File: src/rtl/regfile_write_arbiter.sv
// Purpose: arbitrates two register-file write requesters (round-robin) and runs a zero-sweep over addresses 1..N-1.
// Latency: one cycle from a granted request (or sweep step) to the registered rf write outputs.
// Backpressure: one write per two cycles; requests are not acked while a write or sweep is in progress.
//
// Ports:
//   clock_reg, reset                 rising-edge clock, synchronous active-high reset
//   req_a/addr_a/data_a, ack_a       requester A write request and one-cycle accept pulse
//   req_b/addr_b/data_b, ack_b       requester B, same as A
//   clear_req, clear_done, busy      sweep start, one-cycle sweep-end pulse, not-idle indicator
//   rf_write_enable/_address/_data   register-file write port (address 0 is never enabled)
//   last_grant                       0 = A most recently granted, 1 = B
module regfile_write_arbiter #(
    parameter int DATA_W = 8,
    parameter int ADDR_W = 3
) (
    input  logic              clock_reg,
    input  logic              reset,
    input  logic              req_a,
    input  logic [ADDR_W-1:0] addr_a,
    input  logic [DATA_W-1:0] data_a,
    output logic              ack_a,
    input  logic              req_b,
    input  logic [ADDR_W-1:0] addr_b,
    input  logic [DATA_W-1:0] data_b,
    output logic              ack_b,
    input  logic              clear_req,
    output logic              clear_done,
    output logic              busy,
    output logic              rf_write_enable,
    output logic [ADDR_W-1:0] rf_write_address,
    output logic [DATA_W-1:0] rf_write_data,
    output logic              last_grant
);

    typedef enum logic [1:0] {
        IDLE  = 2'd0,
        WRITE = 2'd1,
        CLEAR = 2'd2
    } state_t;

    localparam logic [ADDR_W-1:0] LAST_ADDR  = '1;
    localparam logic [ADDR_W-1:0] FIRST_ADDR = ADDR_W'(1);

    state_t              state_q, state_d;
    logic [ADDR_W-1:0]   sweep_q, sweep_d;
    logic                ack_a_q, ack_a_d;
    logic                ack_b_q, ack_b_d;
    logic                clear_done_q, clear_done_d;
    logic                busy_q, busy_d;
    logic                we_q, we_d;
    logic [ADDR_W-1:0]   addr_q, addr_d;
    logic [DATA_W-1:0]   data_q, data_d;
    logic                last_grant_q, last_grant_d;

    // B wins when it is the only requester, or on a tie when A was granted last.
    logic grant_b;
    assign grant_b = req_b && (!req_a || !last_grant_q);

    // State register plus registered outputs.
    always_ff @(posedge clock_reg) begin
        if (reset) begin
            state_q      <= IDLE;
            sweep_q      <= '0;
            ack_a_q      <= 1'b0;
            ack_b_q      <= 1'b0;
            clear_done_q <= 1'b0;
            busy_q       <= 1'b0;
            we_q         <= 1'b0;
            addr_q       <= '0;
            data_q       <= '0;
            last_grant_q <= 1'b1;
        end else begin
            state_q      <= state_d;
            sweep_q      <= sweep_d;
            ack_a_q      <= ack_a_d;
            ack_b_q      <= ack_b_d;
            clear_done_q <= clear_done_d;
            busy_q       <= busy_d;
            we_q         <= we_d;
            addr_q       <= addr_d;
            data_q       <= data_d;
            last_grant_q <= last_grant_d;
        end
    end

    // Next-state logic.
    always_comb begin
        state_d = state_q;
        case (state_q)
            IDLE: begin
                if (clear_req)
                    state_d = CLEAR;
                else if (req_a || req_b)
                    state_d = WRITE;
            end
            WRITE:   state_d = IDLE;
            CLEAR: begin
                if (sweep_q == LAST_ADDR)
                    state_d = IDLE;
            end
            default: state_d = IDLE;
        endcase
    end

    // Output logic: computes the values the output registers take on the next edge.
    always_comb begin
        ack_a_d      = 1'b0;
        ack_b_d      = 1'b0;
        clear_done_d = 1'b0;
        we_d         = 1'b0;
        addr_d       = addr_q;
        data_d       = data_q;
        last_grant_d = last_grant_q;
        sweep_d      = sweep_q;
        busy_d       = (state_d != IDLE);
        case (state_q)
            IDLE: begin
                if (clear_req) begin
                    sweep_d = FIRST_ADDR;
                    we_d    = 1'b1;
                    addr_d  = FIRST_ADDR;
                    data_d  = '0;
                end else if (req_a || req_b) begin
                    if (grant_b) begin
                        ack_b_d      = 1'b1;
                        addr_d       = addr_b;
                        data_d       = data_b;
                        last_grant_d = 1'b1;
                    end else begin
                        ack_a_d      = 1'b1;
                        addr_d       = addr_a;
                        data_d       = data_a;
                        last_grant_d = 1'b0;
                    end
                    // x0 is hard-wired zero: acknowledge but never write it.
                    we_d = (addr_d != '0);
                end
            end
            CLEAR: begin
                if (sweep_q == LAST_ADDR) begin
                    clear_done_d = 1'b1;
                    sweep_d      = '0;
                end else begin
                    sweep_d = sweep_q + FIRST_ADDR;
                    we_d    = 1'b1;
                    addr_d  = sweep_q + FIRST_ADDR;
                    data_d  = '0;
                end
            end
            default: ;
        endcase
    end

    assign ack_a            = ack_a_q;
    assign ack_b            = ack_b_q;
    assign clear_done       = clear_done_q;
    assign busy             = busy_q;
    assign rf_write_enable  = we_q;
    assign rf_write_address = addr_q;
    assign rf_write_data    = data_q;
    assign last_grant       = last_grant_q;

endmodule
File: config.mk
export PLATFORM = sky130hd
export DESIGN_NAME = regfile_write_arbiter
export DESIGN_NICKNAME = d
export VERILOG_FILES = /design/src/rtl/regfile_write_arbiter.sv
export SDC_FILE = /design/constraint.sdc
export NUM_CORES = 1
export LEC_CHECK = 0
export BUFFER_PORTS_ARGS = -buffer_cell sky130_fd_sc_hd__buf_4
export CAP_MARGIN = 20
export CORE_ASPECT_RATIO = 1.2
export CORE_MARGIN = 2
export CORE_UTILIZATION = 50
export CTS_CLUSTER_SIZE = 20
export DETAILED_ROUTE_END_ITERATION = 8
export GPL_TIMING_DRIVEN = 0
export MAX_ROUTING_LAYER = met4
export PLACE_DENSITY = 0.83
export SLEW_MARGIN = 20
export SYNTH_ARGS = -nofsm -noshare
export SYNTH_HDL_FRONTEND = slang
export SYNTH_SLANG_ARGS = --single-unit
File: constraint.sdc
create_clock -name clock_reg -period 2.15 [get_ports clock_reg]
set_input_delay 0.3225 -clock clock_reg [delete_from_list [all_inputs] [get_ports clock_reg]]
set_output_delay 0.3225 -clock clock_reg [all_outputs]
set_load 0.02 [all_outputs]
==> results.py <==
metrics = {
    "synthesis": {
        "synth_xor_area_frac": 0,
        "synthArstFlopShare": 0,
        "synth_seq_cells": 22,
        "synth_top_area_cell": "dfxtp_1",
        "synthMuxAreaShare": 0.0984,
        "synth_fp_nets": 125,
        "synth.avg_cell_area_um2": 10.9,
        "synth-edff-count": 0,
        "yosysSeqAreaShare": 0.423,
        "syn_inst": 96,
        "syn_area_um2": 1040,
        "synthSimpleGateAreaFrac": 0.137,
        "synth_top_area_frac": 0.423,
        "synth_warnings": 0,
        "synth_adder_area_share": 0.0240,
        "synthFlopType": "dfxtp_1",
        "yosys-top-cells-area": "dfxtp_1, o2bb2ai_2, mux2i_1",
        "synth_top_family_by_area": "compound AO/OA/AOI/OAI gates",
        "synth_compound_area_frac": 0.280,
        "ys_types": 33,
    },
    "worst_setup_path": {
        "start_kind": "flip-flop",
        "critPathTopFamily": "compound AO/OA/AOI/OAI gates",
        "cpMaxStageDelayCell": "a2111oi_2",
        "endpoint_kind": "flip-flop",
        "path_common_cell": "ha_1",
        "cp.arrival_ns": 1.89,
        "critical_path_buf_inv_count": 0,
        "crit_chain": "ha_1 -> ha_1 -> a2111oi_2 -> a21oi_1 -> a31oi_1",
        "cp.required_ns": 2.39,
        "cpPeakStageDelay_ns": 0.50,
        "crit_type": "flip-flop to flip-flop",
        "crit_fanout": 6,
    },
    "die": {
        "core_um2": 2000,
        "die_area_um2": 2470,
        "die_h_um": 54.0,
        "start_util": 0.520,
        "chipWidth_um": 45.7,
        "std_cell_rows": 18,
        "io_pins": 44,
    },
    "cts": {
        "numCtsBuffers": 3,
        "cts_root_buf": "clkbuf_4",
        "h-tree-depth": 1,
        "hold_buffers": 0,
        "cts_tree": "yes",
        "cts_setup_buffers": 0,
        "cts_resized": 0,
        "clk-insertion-delay-late_ns": 0.31,
        "clkSinkCount": 22,
        "clock_path_buffers": 2,
        "path_clk_slew_ns": 0.11,
    },
    "layout": {
        "diodes": 0,
        "final_common_cell": "buf_4",
        "nets": 172,
        "drive_gt1_frac": 0.479,
        "area_delta_synth_final_pct": 36.1,
        "final_cell_mix": "buf_4, dfxtp_1, mux2i_1, o2bb2ai_2, nand2_1",
        "layout.cells.non_filler": 162,
    },
    "pwr": {
        "p_int_uw": 642,
        "sequentialPowerShare": 0.507,
        "peakVddDrop_mv": 0.439,
        "comb_power_share": 0.238,
        "p_sw_frac": 0.282,
        "p_leak_uw": 0.000642,
        "switching_power_uw": 252,
        "power_frac_clock": 0.255,
        "p_per_area_nw_per_um2": 629,
    },
    "sta": {
        "rsz0062_at_grt": "no",
        "relSlewSlack": 0.677,
        "layout_min_cycle_time_ns": 1.64,
        "hold_viol": 0,
        "drv_slew": 0,
        "fin_crit_sh": 0.764,
        "tns_ns": 0,
        "worst_slew_pin_slew_ns": 0.484,
        "fin_skew_ns": 0.00579,
        "timing.fmax_mhz": 609,
        "setup_viol": 0,
    },
    "detailed_routing": {
        "dr.pass1.iters": 4,
        "postRouteAntennaNets": 0,
        "wl_um": 2270,
        "vias_per_cell": 5.50,
        "drt_iter0_drc": 7,
        "wl_per_cell_um": 14.0,
        "vias": 891,
        "drc": 0,
    },
    "outcome": {
        "status": "finished, final reports clean",
    },
    "global_routing": {
        "first_global_vias": 879,
        "grt_start_max_net_pins": 13,
        "grt_pass1_wl_um": 3730,
        "grt_overflow": 0,
        "grt.total_usage": 0.218,
        "antenna_found_initial": 0,
    },
    "placement": {
        "gp_congestion": 0.815,
        "place_hpwl_um": 1830,
        "place_inst": 158,
        "port_buffers": 42,
    },
    "min_path": {
        "min_path_type": "input pin to flip-flop",
    },
    "run": {
        "maxCapViolations": 0,
    },
}
-- final cells by class --
type / count / area [um2]
buffer: 4 / 28.8
tap: 20 / 25.0
timing repair buffer: 42 / 315
fill: 144 / 586
sequential: 22 / 440
multi-input combinational: 67 / 562
inverter: 3 / 11.3
clock buffer: 4 / 36.3
-- kinds of logic after synthesis --
group | Yosys count
fa+ha+maj | 2
mux | 10
buf+inv | 7
simple gates | 25
flops | 22
compound gates | 30
-- through the flow --
stage	setup slack [ns]	instance area [um2]	utilization	power, uW	hold WS [ns]
after floorplan	0.680	1040	-	585	0.458
after detailed placement	0.524	1380	0.690	676	0.464
after global routing	0.314	1420	0.708	940	0.275
after global placement	0.568	1380	0.690	670	0.460
final	0.507	1420	0.708	893	0.297
after CTS	0.495	1420	0.708	902	0.283
-- metal layers --
| metal | up-vias | share of wire | GRT usage |
|---|---|---|---|
| li1 | 446 | - | - |
| met4 | 0 | 0.018 | 0.113 |
| met3 | 4 | 0.054 | 0.0302 |
| met5 | - | 0 | - |
| met1 | 412 | 0.38 | 0.246 |
| met2 | 29 | 0.55 | 0.369 |
-- Yosys cell counts, types with 2 or more instances --
library cell  number
o21ai_0            2
nor2b_1            3
buf_2              2
a31oi_1            2
o21ai_1            2
nor2_1             6
nor3_1             2
mux2i_1            8
a21oi_1            6
o2bb2ai_2          8
ha_1               2
dfxtp_1           22
mux2_2             2
nand2_1            7
inv_2              3
and3_1             2
-- registers in the layout (all words and copies together) (netlist names), 2 cells and up --
signal,cells
rf_write_data,8
rf_write_address,3
state_q,2
sweep_q,3
-- power groups by stage --
stage	Clock (uW)	Sequential [uW]	Combinational, uW
global route	253	457	231
detailed placement	0	462	214
CTS	235	453	215
finish	228	453	213
global placement	0	461	209
floorplan	0	485	100
-- worst paths after layout --
path	startpoint	slack [ns]	cells after the start	end
worst max-delay path	sweep_q[0]	0.51	5	rf_write_address[1]
worst min register to register	rf_write_data[3]	0.48	1	rf_write_data[3]
worst min-delay path	clear_req	0.30	2	rf_write_enable
worst max register to register	sweep_q[0]	0.51	5	rf_write_address[1]
-- worst reg2reg max path, delay by kind of cell, from the launching register on --
| family | cells | cell delay [ns] |
|---|---|---|
| compound gates | 3 | 0.72 |
| fa+ha+maj | 2 | 0.50 |
| flops | 1 | 0.36 |
Note: power is estimated with default switching activity, not from simulation.
